<file path="src/rtl/mem_arbiter_fsm_if.sv">
// mem_arbiter_fsm_if: request, response and RAM signals around the fetch/data RAM arbiter
interface mem_arbiter_fsm_if #(
    parameter int ADDR_W = 32,
    parameter int DATA_W = 32
);
    logic              imemRen;
    logic [ADDR_W-1:0] imemaddr;
    logic              dmmRen;
    logic              dmmWen;
    logic [ADDR_W-1:0] dmmaddr;
    logic [DATA_W-1:0] dmmstore;
    logic [DATA_W-1:0] ramload;
    logic              busy_o;
    logic              i_ready;
    logic              d_ready;
    logic              Ren;
    logic              Wen;
    logic [ADDR_W-1:0] ramaddr;
    logic [DATA_W-1:0] ramstore;
    logic [DATA_W-1:0] imemload;
    logic [DATA_W-1:0] dmmload;

    modport slave (
        input  imemRen, imemaddr, dmmRen, dmmWen, dmmaddr, dmmstore, ramload, busy_o,
        output i_ready, d_ready, Ren, Wen, ramaddr, ramstore, imemload, dmmload
    );

    modport master (
        output imemRen, imemaddr, dmmRen, dmmWen, dmmaddr, dmmstore, ramload, busy_o,
        input  i_ready, d_ready, Ren, Wen, ramaddr, ramstore, imemload, dmmload
    );
endinterface

</file>
<file path="src/rtl/mem_arbiter_fsm.sv">
// mem_arbiter_fsm: shares one single-port RAM between instruction fetch and data access
module mem_arbiter_fsm #(
    parameter int ADDR_W     = 32,
    parameter int DATA_W     = 32,
    parameter int STARVE_LIM = 4
) (
    input logic              CLK,
    input logic              nRST,
    mem_arbiter_fsm_if.slave bus
);
    localparam int CNT_W = (STARVE_LIM > 0) ? $clog2(STARVE_LIM + 1) : 1;
    localparam logic [CNT_W-1:0] LIM = CNT_W'(STARVE_LIM);

    typedef enum logic [1:0] {IDLE, IACC, DACC} state_t;

    state_t            state;
    state_t            state_nx;
    logic [CNT_W-1:0]  starve_cnt;
    logic [ADDR_W-1:0] lat_addr;
    logic [DATA_W-1:0] lat_data;
    logic              op_rd;
    logic              d_req;
    logic              starved;
    logic              grant_d;
    logic              grant_i;
    logic              done;

    // Grant only from IDLE and never in a ready cycle, so a finished requester can drop its request
    always_comb begin
        state_nx = state;
        d_req    = bus.dmmRen | bus.dmmWen;
        starved  = bus.imemRen && (starve_cnt == LIM);
        done     = (state != IDLE) && !bus.busy_o;
        grant_d  = 1'b0;
        grant_i  = 1'b0;
        if (state == IDLE && !bus.i_ready && !bus.d_ready) begin
            grant_d = d_req && !starved;
            grant_i = !grant_d && bus.imemRen;
        end
        if (grant_d)
            state_nx = DACC;
        else if (grant_i)
            state_nx = IACC;
        else if (done)
            state_nx = IDLE;
    end

    // RAM controls depend only on the state register and latched request, so they hold through busy
    always_comb begin
        bus.Ren      = 1'b0;
        bus.Wen      = 1'b0;
        bus.ramaddr  = '0;
        bus.ramstore = '0;
        if (state == IACC) begin
            bus.Ren     = 1'b1;
            bus.ramaddr = lat_addr;
        end else if (state == DACC) begin
            bus.Ren      = op_rd;
            bus.Wen      = !op_rd;
            bus.ramaddr  = lat_addr;
            bus.ramstore = op_rd ? '0 : lat_data;
        end
    end

    // State register
    always_ff @(posedge CLK) begin
        if (!nRST)
            state <= IDLE;
        else
            state <= state_nx;
    end

    // Request latching, starvation tracking, ready pulses and load-data capture
    always_ff @(posedge CLK) begin
        if (!nRST) begin
            starve_cnt   <= '0;
            lat_addr     <= '0;
            lat_data     <= '0;
            op_rd        <= 1'b0;
            bus.i_ready  <= 1'b0;
            bus.d_ready  <= 1'b0;
            bus.imemload <= '0;
            bus.dmmload  <= '0;
        end else begin
            bus.i_ready <= done && (state == IACC);
            bus.d_ready <= done && (state == DACC);
            if (done && state == IACC)
                bus.imemload <= bus.ramload;
            if (done && state == DACC && op_rd)
                bus.dmmload <= bus.ramload;
            if (grant_d) begin
                lat_addr   <= bus.dmmaddr;
                lat_data   <= bus.dmmstore;
                op_rd      <= bus.dmmRen;
                starve_cnt <= !bus.imemRen ? '0 : (starve_cnt == LIM) ? starve_cnt : starve_cnt + CNT_W'(1);
            end else if (grant_i) begin
                lat_addr   <= bus.imemaddr;
                lat_data   <= '0;
                op_rd      <= 1'b1;
                starve_cnt <= '0;
            end
        end
    end
endmodule

</file>
<file path="src/flat_wrapper.sv">
// flat-port wrapper written by rule: the top's interface ports become plain ports
module mem_arbiter_fsm_flat 
#(
    parameter int ADDR_W     = 32,
    parameter int DATA_W     = 32,
    parameter int STARVE_LIM = 4
)
  (CLK, nRST, bus_imemRen, bus_imemaddr, bus_dmmRen, bus_dmmWen, bus_dmmaddr, bus_dmmstore, bus_ramload, bus_busy_o, bus_i_ready, bus_d_ready, bus_Ren, bus_Wen, bus_ramaddr, bus_ramstore, bus_imemload, bus_dmmload);
  mem_arbiter_fsm_if #(.ADDR_W(ADDR_W), .DATA_W(DATA_W)) bus_i ();
  input logic CLK;
  input logic nRST;
  input wire logic [$bits(bus_i.imemRen)-1:0] bus_imemRen;
  input wire logic [$bits(bus_i.imemaddr)-1:0] bus_imemaddr;
  input wire logic [$bits(bus_i.dmmRen)-1:0] bus_dmmRen;
  input wire logic [$bits(bus_i.dmmWen)-1:0] bus_dmmWen;
  input wire logic [$bits(bus_i.dmmaddr)-1:0] bus_dmmaddr;
  input wire logic [$bits(bus_i.dmmstore)-1:0] bus_dmmstore;
  input wire logic [$bits(bus_i.ramload)-1:0] bus_ramload;
  input wire logic [$bits(bus_i.busy_o)-1:0] bus_busy_o;
  output wire logic [$bits(bus_i.i_ready)-1:0] bus_i_ready;
  output wire logic [$bits(bus_i.d_ready)-1:0] bus_d_ready;
  output wire logic [$bits(bus_i.Ren)-1:0] bus_Ren;
  output wire logic [$bits(bus_i.Wen)-1:0] bus_Wen;
  output wire logic [$bits(bus_i.ramaddr)-1:0] bus_ramaddr;
  output wire logic [$bits(bus_i.ramstore)-1:0] bus_ramstore;
  output wire logic [$bits(bus_i.imemload)-1:0] bus_imemload;
  output wire logic [$bits(bus_i.dmmload)-1:0] bus_dmmload;
  assign bus_i.imemRen = bus_imemRen;
  assign bus_i.imemaddr = bus_imemaddr;
  assign bus_i.dmmRen = bus_dmmRen;
  assign bus_i.dmmWen = bus_dmmWen;
  assign bus_i.dmmaddr = bus_dmmaddr;
  assign bus_i.dmmstore = bus_dmmstore;
  assign bus_i.ramload = bus_ramload;
  assign bus_i.busy_o = bus_busy_o;
  assign bus_i_ready = bus_i.i_ready;
  assign bus_d_ready = bus_i.d_ready;
  assign bus_Ren = bus_i.Ren;
  assign bus_Wen = bus_i.Wen;
  assign bus_ramaddr = bus_i.ramaddr;
  assign bus_ramstore = bus_i.ramstore;
  assign bus_imemload = bus_i.imemload;
  assign bus_dmmload = bus_i.dmmload;
  mem_arbiter_fsm #(.ADDR_W(ADDR_W), .DATA_W(DATA_W), .STARVE_LIM(STARVE_LIM)) u_core (.CLK(CLK), .nRST(nRST), .bus(bus_i));
endmodule
</file>
<file path="config.mk">
export PLATFORM = sky130hd
export DESIGN_NAME = mem_arbiter_fsm_flat
export DESIGN_NICKNAME = d
export VERILOG_FILES = /design/src/rtl/mem_arbiter_fsm_if.sv /design/src/rtl/mem_arbiter_fsm.sv /design/src/flat_wrapper.sv
export SDC_FILE = /design/constraint.sdc
export NUM_CORES = 1
export LEC_CHECK = 0
export ABC_CLOCK_PERIOD_IN_PS = 1600
export CORE_MARGIN = 3
export CORE_UTILIZATION = 38
export CTS_BUF_LIST = sky130_fd_sc_hd__clkbuf_2
export DETAILED_ROUTE_END_ITERATION = 7
export PLACE_DENSITY = 0.79
export REMOVE_ABC_BUFFERS = 1
export SETUP_SLACK_MARGIN = 0.4
export SLEW_MARGIN = 20
export SYNTH_ARGS = -nofsm -noshare
export SYNTH_HDL_FRONTEND = slang
export SYNTH_SLANG_ARGS = --single-unit
</file>
<file path="constraint.sdc">
create_clock -name CLK -period 1.6 [get_ports CLK]
set_input_delay 0.24 -clock CLK [delete_from_list [all_inputs] [get_ports CLK]]
set_output_delay 0.24 -clock CLK [all_outputs]
set_load 0.03 [all_outputs]
</file>
==> key figures, run 1 <==
Run status
  • Status: finished with violations
  • Failing checks: setup timing

Route
  • Vias: 6314
  • Wire length per cell: 19.0 µm
  • Total Wirelength: 22700 µm
  • Vias per cell: 5.27
  • First drt pass iteration count: 4
  • Post-route ant nets: 0
  • DRC: 0
  • Initial drt markers: 455

Pwr
  • Power density cells: 821 nW/µm²
  • Leak Pwr: 4.18 nW
  • Max IR drop VDD: 550 µV

Logic synthesis
  • Syn. warnings: 0
  • EDFF count, synth: 0
  • Count leader, synth: nand2_1
  • Share of the synthesized area in the top cell type: 50.5%
  • Synthesized area per cell: 7.91 µm²
  • Synth async-reset ratio: 0%
  • Register area share after synthesis: 50.5%
  • Syn Inst Count: 682
  • Yosys top cell by area: dfxtp_1
  • Mapped Area: 5390 µm²
  • Top_reg_cell synth: dfxtp_1
  • Ranking of synthesized cells by instance count: nand2_1 (167), dfxtp_1 (136), a21oi_1 (129)
  • Top area cells in the synthesized netlist: dfxtp_1 (50%), a21oi_1 (12%), nand2_1 (12%)
  • Register bit total from synthesis: 136
  • Netlist cell types: 28

Final layout
  • Layout cell share with drive strength beyond 1: 42.4%
  • Syn-to-layout area delta: 93.8%
  • Final #Nets: 1144
  • Fin cells: 1198
  • Finished Cell Area: 10400 µm²

Timing
  • RSZ-0062 raised after global routing: true
  • Final-report hold violation count: 0
  • Final min period: 2.18 ns
  • Slew Limit Fails: 0
  • Slew Limit Headroom: 66.4%
  • Clock skew: 0.0336 ns
  • Final worst slack: -0.582 ns
  • Final setup vio count: 134
  • Max Fclk: 0.458 GHz
  • Worst slew pin tran: 0.504 ns
  • Final Cycle Share: 136%

Clock tree
  • Clock Path Buffers: 2
  • CTS Root Cell: clkbuf_2
  • CTS sink count: 136
  • CTS tree: done
  • Cts bufs inserted: 17
  • CTS H-tree lvls: 4
  • Worst-path clk slew: 0.21 ns
  • Clk Latency, worst-skew pair: 0.74 ns

GRT
  • Congestion Overflow GR: 0
  • Pin count of the biggest net entering global routing: 41
  • Vias in the first global route: 6039
  • GRT Overall Usage: 24.8%
  • First-pass GRT wire length: 31400 µm
  • Initial antenna violation count: 1

Critical path
  • Cells on worst reg2reg path: 8
  • Worst r2r src: u_core.starve_cnt[0]
  • Slowest CP cell: dfxtp_2
  • Max FO, Critical Path: 16
  • WP buf/inv: 3
  • CP Capture Type: output pin
  • CP startpoint kind: register
  • Crit-path cells: nand2b_4 > buf_4 > nand2_8 > clkbuf_16 > and2_1 > buf_6
  • CP startpoint: u_core.state[0]
  • Worst Path Required: 1.36 ns
  • Slowest cell delay on critical path: 0.36 ns
  • Critical Path AT: 1.94 ns
  • Cell class contributing the biggest share of worst-path delay: buffers and inverters
  • Reg2reg setup slack: -0.14 ns
  • Reg-to-Reg End: u_core.lat_addr[6]
  • Setup crit end: bus_ramaddr[15]
  • Total stage count of the critical path: 6
  • Crit path kind: register to output pin

Floorplan
  • Die Ht: 125 µm
  • Initial Utilization: 39.8%
  • I/O pin count: 266
  • Std-Cell Rows: 42
  • Die X: 125 µm
  • Die area: 15700 µm²
  • Core area: 13600 µm²

Place
  • Dpl cells: 1103
  • Port bufs: 265
  • HPWL Detailed: 12100 µm
  • GPL Wtd Cong: 0.904
  • Post-DP Area: 8280 µm²

Min path
  • Worst hold path type: input port to register

Job
  • MaxCap Viol Count: 0
[cell families after synthesis]
| group | share of synthesized area, % |
|---|---|
| buffers and inverters | 4.97 |
| and+or+nand+nor | 23.7 |
| AOI/OAI and AO/OA | 20.4 |
| adders and majority gates | 0.464 |
| DFF | 50.5 |
[report_power, final]
| part | leakage (nW) | internal, W | switching, W | total, W |
|---|---|---|---|---|
| Clock | 0.128 | 0.000687 | 0.00132 | 0.00200 |
| Sequential | 1.15 | 0.00361 | 0.000149 | 0.00376 |
| Combinational | 2.90 | 0.00152 | 0.00130 | 0.00282 |
[cell type report]
type | count | area [µm²]
Clock inverter | 15 | 135
Multi-Input combinational cell | 487 | 2900
Clock buffer | 17 | 85.1
Tap cell | 176 | 220
Timing Repair Buffer | 362 | 4280
Antenna cell | 1 | 2.50
Sequential cell | 136 | 2810
Inverter | 4 | 15.0
Fill cell | 830 | 3110
[routing by layer]
| layer | global-route usage (%) | vias to the layer above | part of all wire (%) |
|---|---|---|---|
| met3 | 8.40 | 49 | 8.3 |
| met1 | 28.8 | 3000 | 39 |
| met4 | 7.78 | 0 | 2.4 |
| met5 | 0 | - | 0 |
| met2 | 43.2 | 321 | 50 |
| li1 | - | 2944 | - |
[what timing repair did]
item | 4_1_cts | 5_1_grt
pin swaps | 20 | 44
endpoints found under the hold margin | 7 | 6
setup buffers | 13 | 11
resized for setup | 705 | 80
hold buffers | 7 | 6
cloned | 10 | 15
setup endpoints to repair | 266 | 266
[how the worst min path moves through the flow]
stage	startpoint	end	slack, ns	cells past startpoint
6_report	bus_imemaddr[8]	u_core.lat_addr[8]	0.04	3
3_3_place_gp	u_core.bus.dmmload[3]	u_core.bus.dmmload[3]	0.44	2
4_1_cts	bus_imemaddr[29]	u_core.lat_addr[29]	0.0006	3
5_1_grt	bus_ramload[8]	u_core.bus.dmmload[8]	-0.01	3
3_5_place_dp	u_core.bus.imemload[18]	u_core.bus.imemload[18]	0.45	2
2_1_floorplan	bus_busy_o	u_core.bus.d_ready	0.32	1
[state kept, by name (all words and copies together) (netlist names)]
signal / flops
u_core.starve_cnt: 3
u_core.lat_addr: 32
u_core.bus.d_ready: 1
u_core.lat_data: 32
u_core.op_rd: 1
u_core.state: 2
u_core.bus.i_ready: 1
u_core.bus.dmmload: 32
u_core.bus.imemload: 32
[through the flow]
step                      TNS (ns)  hold WS [ns]  utilization [%]  total power, W  setup WS (ns)
after global placement      -10.02         0.440             61.1         0.00554         -0.162
after CTS                   -40.85      0.000618             71.7         0.00815         -0.653
after floorplan            -104.06         0.319                -         0.00460         -0.900
after detailed placement    -11.58         0.446             61.1         0.00556         -0.197
final                       -40.63        0.0382             77.1         0.00858         -0.582
after global routing        -57.62       -0.0115             77.1         0.00893         -0.702
[cells in the final DEF (no fill, tap or decap), types with 3 or more instances in the layout]
| master | count |
|---|---|
| nor2_1 | 37 |
| o21ai_1 | 7 |
| a21oi_2 | 19 |
| clkinv_2 | 5 |
| dfxtp_2 | 67 |
| buf_4 | 24 |
| buf_6 | 150 |
| nand2_1 | 164 |
| clkbuf_2 | 17 |
| clkinv_1 | 3 |
| buf_12 | 16 |
| dfxtp_1 | 67 |
| clkdlybuf4s50_1 | 133 |
| o21ai_2 | 14 |
| dlygate4sd3_1 | 13 |
| inv_1 | 3 |
| and2_1 | 30 |
| a21oi_1 | 110 |
| and2_4 | 35 |
| o21ai_0 | 11 |
| a22oi_2 | 32 |
| clkbuf_16 | 15 |
| buf_16 | 7 |
| buf_8 | 4 |
| clkinvlp_4 | 4 |
[tightest hold or removal path, stage by stage]
cell             delay, ns
clkdlybuf4s50_1       0.40
nand2_1               0.05
a21oi_1               0.06
Power figures use the tool's default switching activity.
==> run 2, diff against run 1 <==
Settings changed: ABC_CLOCK_PERIOD_IN_PS 1600 to 2100, CORE_UTILIZATION 38 to 42, CTS_CLUSTER_DIAMETER from default to 30, PLACE_DENSITY 0.79 to 0.83, SLEW_MARGIN 20 to default.
Clock period 1.6 ns to 2.1 ns, I/O delays scaled along.
==> run 2 against run 1 <==
The run still ends with setup timing left. Via count about the same. Hold slack better by 0.083 ns. Sequential share of layout area up 0.69 points. Cell area down 4.1%. Largest cell class unchanged.
==> key figures, run 2 (synthesis gave the netlist of run 1 again) <==
Timing
  • Clock skew: 0.0303 ns
  • Fin Setup TNS: -11.74 ns
  • Final Cycle Share: 113%
  • Worst slew pin tran: 0.483 ns
  • Slew Limit Fails: 0
  • Slew Limit Headroom: 67.8%
  • RSZ-0062 raised after global routing: true
  • Final worst slack: -0.269 ns
  • Final setup vio count: 67
  • Final-report hold violation count: 0
  • Final min period: 2.37 ns
  • Max Fclk: 0.422 GHz

Pwr
  • Max IR drop VDD: 404 µV
  • Leak Pwr: 4.15 nW
  • Power density cells: 664 nW/µm²

GRT
  • GRT Overall Usage: 25.1%
  • First-pass GRT wire length: 28600 µm
  • Initial antenna violation count: 1
  • Congestion Overflow GR: 0
  • Vias in the first global route: 5573
  • Pin count of the biggest net entering global routing: 55

Route
  • Vias: 6317
  • DRC: 0
  • Total Wirelength: 23600 µm
  • Wire length per cell: 20.2 µm
  • Initial drt markers: 651
  • Vias per cell: 5.42
  • Post-route ant nets: 0
  • First drt pass iteration count: 6

Final layout
  • Most frequent cells in the layout: clkdlybuf4s50_1 (133), nand2_1 (125), dfxtp_1 (104)
  • Storage element area: 2770 µm²
  • Layout cell share with drive strength beyond 1: 43.2%
  • Commonest non-fill, non-tap cell in the layout: clkdlybuf4s50_1
  • Syn-to-layout area delta: 85.8%
  • Area of the multi-input gates: 3110 µm²
  • Core Util, Final: 81.7%
  • Fill count: 732
  • Final #Nets: 1119
  • Fin cells: 1165

Critical path
  • Crit path kind: register to output pin
  • CP Capture Type: output pin
  • Critical Path AT: 2.05 ns
  • Slowest CP cell: dfxtp_4
  • Slowest cell delay on critical path: 0.39 ns
  • Cells on worst reg2reg path: 11
  • CP startpoint kind: register
  • Reg-to-Reg End: u_core.bus.dmmload[2]
  • CP startpoint: u_core.state[0]
  • Worst Path Required: 1.78 ns
  • Crit-path cells: nand2b_4 > buf_6 > nor2_4 > buf_12 > buf_8 > and2_4 > buf_6
  • Setup crit end: bus_ramstore[12]
  • Reg2reg setup slack: 0 ns
  • CP dominant cell by count: buf_6
  • Total stage count of the critical path: 7
  • Worst r2r src: u_core.state[0]
  • Cell class contributing the biggest share of worst-path delay: buffers and inverters
  • WP buf/inv: 4
  • Max FO, Critical Path: 8

Clock tree
  • Worst-path clk slew: 0.22 ns
  • Cts bufs inserted: 17
  • Clock Path Buffers: 2
  • CTS Hold Bufs: 0
  • CTS Root Cell: clkbuf_2
  • CTS tree: done
  • CTS H-tree lvls: 4
  • CTS sink count: 136
  • Clk Latency, worst-skew pair: 0.73 ns

Place
  • GPL Wtd Cong: 0.848
  • Port bufs: 265
  • HPWL Detailed: 11600 µm
  • Dpl cells: 1079

Floorplan
  • Initial Utilization: 44.0%
  • Die X: 119 µm
  • Die area: 14200 µm²
  • I/O pin count: 266
  • Die Ht: 119 µm
  • Core area: 12300 µm²
  • Std-Cell Rows: 40

Run status
  • Status: finished with violations
  • Failing checks: setup timing

Min path
  • Worst hold path type: input port to register

Job
  • MaxCap Viol Count: 0
[run 2: cell count changes in the layout (fill, tap and decap cells not counted), moves of 14 or more]
cell,before,now
and2_4,35,49
nand2_4,0,26
nand2_1,164,125
dfxtp_2,67,30
clkbuf_4,0,33
buf_2,0,26
a21oi_2,19,35
o21ai_0,11,25
buf_6,150,86
and2_1,30,16
dfxtp_1,67,104
nand2_2,1,15
a21oi_1,110,94
[run 2: layer usage]
layer / up-vias / wire (µm) / track usage [%]
met4: 0 / 1160 / 13.1
met3: 94 / 1880 / 7.41
met5: - / 0 / 0
li1: 2888 / - / -
met1: 2972 / 8730 / 29.2
met2: 363 / 11800 / 41.6
[run 2: worst min-delay path by stage]
stage                      startpoint                endpoint  slack [ns]  cells after the start
6_report             bus_imemaddr[13]     u_core.lat_addr[13]        0.12                      3
5_1_grt              bus_imemaddr[19]     u_core.lat_addr[19]        0.07                      3
3_3_place_gp    u_core.bus.dmmload[8]   u_core.bus.dmmload[8]        0.44                      2
4_1_cts              bus_imemaddr[30]     u_core.lat_addr[30]        0.07                      3
3_5_place_dp   u_core.bus.imemload[7]  u_core.bus.imemload[7]        0.45                      2
2_1_floorplan              bus_busy_o      u_core.bus.d_ready        0.39                      1
[run 2: worst min-delay path, stage by stage]
cell and delay (ns):
clkdlybuf4s50_1 0.40, nand2_1 0.06, a21oi_1 0.06
[run 2: per-stage QoR]
| step | hold slack (ns) | total power (W) | cell area, µm² | setup WS (ns) |
|---|---|---|---|---|
| final | 0.122 | 0.00665 | 10000 | -0.269 |
| after global routing | 0.0739 | 0.00687 | 10000 | -0.369 |
| after CTS | 0.0655 | 0.00606 | 8680 | -0.328 |
| after detailed placement | 0.445 | 0.00420 | 8210 | 0.152 |
| after global placement | 0.441 | 0.00418 | 8210 | 0.202 |
| after floorplan | 0.394 | 0.00351 | 5140 | -0.400 |
[run 2: where the power goes]
part           internal [W]  switching [W]
sequential          0.00275       0.000115
clock              0.000667        0.00104
combinational       0.00108        0.00101
total               0.00450        0.00216
[run 2: what timing repair did]
action / 4_1_cts / 5_1_grt
pin swaps: 12 / 87
buffers inserted: 15 / 12
resized for setup: 661 / 246
setup endpoints to repair: 137 / 205
gates cloned: 3 / 23
[run 2: layout make-up]
| cell class | count | area share (%) |
|---|---|---|
| multi-input combinational | 488 | 31.0 |
| sequential | 136 | 27.6 |
| clock inverter | 15 | 1.77 |
| tap | 168 | 2.10 |
| inverter | 4 | 0.150 |
| clock buffer | 17 | 0.849 |
| timing repair buffer | 336 | 36.5 |
| antenna | 1 | 0.0250 |
==> run 3, diff against run 2 <==
Settings changed: ABC_AREA from default to 1, CORE_UTILIZATION 42 to 44.
==> run 3 against run 2 <==
The run still ends with setup timing left. Clock skew down 0.014 ns. Cell area down 6.0%. Clock-buffer cell count is the same. Core utilization decreased by 12 points. Critical path depth fell by 1. Final cell count increased by 20%. Hold slack worse by 0.012 ns. Worst setup slack gained 0.15 ns. Combinational power is 12% lower. Total power down 4.5%. Largest power group unchanged.
==> key figures, run 3 <==
Run status
  • Status: finished with violations
  • Failing checks: setup timing

GRT
  • GRT Overall Usage: 24.0%
  • GRT busiest layer: met2
  • M3 GR Usage: 7.67%
  • Initial antenna violation count: 1
  • Vias in the first global route: 6163
  • Met2 global-route usage: 41.5%
  • Congestion Overflow GR: 0
  • First-pass GRT wire length: 29300 µm
  • Met1 usage: 28.1%
  • Pin count of the biggest net entering global routing: 48

Route
  • Vias: 6909
  • Initial drt markers: 510
  • Vias per cell: 4.93
  • Wire length per cell: 14.5 µm
  • Total Wirelength: 20300 µm
  • DRC: 0
  • First drt pass iteration count: 5
  • Post-route ant nets: 0

Final layout
  • Fill count: 1166
  • Syn-to-layout area delta: 53.4%
  • Finished Cell Area: 9420 µm²
  • Final #Nets: 1348
  • Commonest non-fill, non-tap cell in the layout: nand2_1
  • Fin cells: 1402
  • Core Util, Final: 70.0%
  • Most frequent cells in the layout: nand2_1 (296), nor2_1 (132), clkdlybuf4s50_1 (132)
  • Layout cell share with drive strength beyond 1: 23.3%

Floorplan
  • Initial Utilization: 45.6%
  • Core area: 13500 µm²
  • Die X: 124 µm
  • I/O pin count: 266
  • Die area: 15400 µm²
  • Std-Cell Rows: 42
  • Die Ht: 124 µm

Pwr
  • Clock power share: 26.6%
  • Max IR drop VDD: 368 µV
  • Power density cells: 675 nW/µm²
  • Power Internal: 0.00420 W
  • Combinational Power Share: 28.7%
  • P_sw: 0.00216 W
  • Sequential power share: 44.6%
  • Overall power: 0.00636 W
  • Leak Pwr: 4.33 nW
  • Sw frac: 34.0%

Place
  • HPWL Detailed: 13200 µm
  • GPL Wtd Cong: 0.824
  • Dpl cells: 1358
  • Post-DP Area: 8840 µm²
  • Port bufs: 265

Logic synthesis
  • Netlist cell types: 20
  • Syn. warnings: 0
  • Syn Inst Count: 959
  • Post-Synth XOR/XNOR Area: 0.143%
  • Register bit total from synthesis: 136
  • Synth async-reset ratio: 0%
  • Share of the synthesized area in the top cell type: 44.3%
  • Synthesized area per cell: 6.40 µm²
  • Yosys top cell by area: dfxtp_1
  • Register area share after synthesis: 44.3%
  • Mux share of post-synthesis cell area: 0%
  • Main combinational cell family by area after synthesis: simple AND/OR/NAND/NOR gates
  • Top area cells in the synthesized netlist: dfxtp_1 (44%), nand2_1 (18%), nor2_1 (11%)
  • Compound-gate portion of the synthesized area: 8.46%
  • Count leader, synth: nand2_1
  • Mapped Area: 6140 µm²
  • Simple-Gate Fraction of Synth Area: 35.5%
  • Top_reg_cell synth: dfxtp_1
  • Ranking of synthesized cells by instance count: nand2_1 (297), nor2_1 (174), dfxtp_1 (136)
  • EDFF count, synth: 0
  • Fraction of the mapped netlist area in adder cells: 0.407%

Timing
  • Final-report hold violation count: 0
  • Clock skew: 0.0161 ns
  • Max Fclk: 0.451 GHz
  • Final Cycle Share: 106%
  • RSZ-0062 raised after global routing: true
  • Final setup vio count: 65
  • Fin Setup TNS: -4.05 ns
  • Worst slew pin tran: 0.495 ns
  • Final worst slack: -0.116 ns
  • Slew Limit Headroom: 67.0%
  • Slew Limit Fails: 0
  • Final min period: 2.22 ns

Clock tree
  • Cts bufs inserted: 17
  • CTS H-tree lvls: 4
  • CTS Root Cell: clkbuf_2
  • Worst-path clk slew: 0.21 ns
  • CTS tree: done
  • CTS sink count: 136
  • Clk Latency, worst-skew pair: 0.72 ns
  • Clock Path Buffers: 2

Job
  • MaxCap Viol Count: 0

Critical path
  • Reg2reg setup slack: 0.48 ns
  • Crit path kind: register to output pin
  • Worst Path Required: 1.78 ns
  • Max FO, Critical Path: 17
  • Critical Path AT: 1.90 ns
  • CP Capture Type: output pin
  • CP startpoint kind: register

Min path
  • Worst hold path type: input port to register
## run 3: worst paths after layout
check	start	end	cells past startpoint
worst max register to register	u_core.state[0]	u_core.lat_addr[1]	9
worst max-delay path	u_core.state[1]	bus_ramstore[17]	6
worst min register to register	u_core.bus.imemload[3]	u_core.bus.imemload[3]	2
worst min-delay path	bus_dmmstore[25]	u_core.lat_data[25]	3
## run 3: through the flow
stage	hold WS, ns	setup slack (ns)
5_1_grt	0.0371	-0.225
3_5_place_dp	0.452	0.221
3_3_place_gp	0.448	0.229
2_1_floorplan	0.394	-0.954
4_1_cts	0.0527	-0.150
6_report	0.110	-0.116
## run 3: repair_timing
item / 4_1_cts / 5_1_grt
gates resized for setup: 392 / 159
setup endpoints to repair: 132 / 114
endpoints found under the hold margin: 10 / 0
cloned: 0 / 4
hold buffers: 1 / 0
setup buffers: 3 / 3
pin swaps: 0 / 3
## run 3: critical path: stages (launching register included)
cell     delay [ns]
dfxtp_4        0.41
inv_2          0.04
nor2_4         0.16
inv_4          0.08
buf_12         0.16
nor2_1         0.13
buf_4          0.18
## run 3: final cells by class
| type | count | area [µm²] | area share, % |
|---|---|---|---|
| diodes | 1 | 2.50 | 0.0266 |
| clock buffers | 17 | 85.1 | 0.903 |
| clock inverters | 15 | 175 | 1.86 |
| inverters | 110 | 415 | 4.41 |
| multi-input cells | 649 | 2900 | 30.8 |
| flip-flops and latches | 136 | 2780 | 29.5 |
| well taps | 176 | 220 | 2.34 |
| repair buffers | 298 | 2850 | 30.2 |
## run 3: power by group through the flow
stage	logic [W]	clock network (W)	registers, W
final	0.00183	0.00169	0.00284
after global routing	0.00201	0.00182	0.00286
after CTS	0.00167	0.00172	0.00283
after detailed placement	0.00164	0	0.00289
after global placement	0.00162	0	0.00288
after floorplan	0.000848	0	0.00293
## run 3: cells by family (layout without fill, tap and decap cells)
kind of cell / count (synthesis) / count (layout)
buffers and inverters: 174 / 440
xor gates and xnor gates: 1 / 1
and+or+nand+nor: 543 / 543
AOI/OAI and AO/OA: 103 / 103
other: 0 / 1
adders and majority gates: 2 / 2
DFF: 136 / 136
## run 3: routing by layer
layer | part of all wire, % | wire length [µm]
met2 | 50 | 10100
met4 | 1.7 | 350
met3 | 9.4 | 1910
met5 | 0 | 0
met1 | 39 | 7920
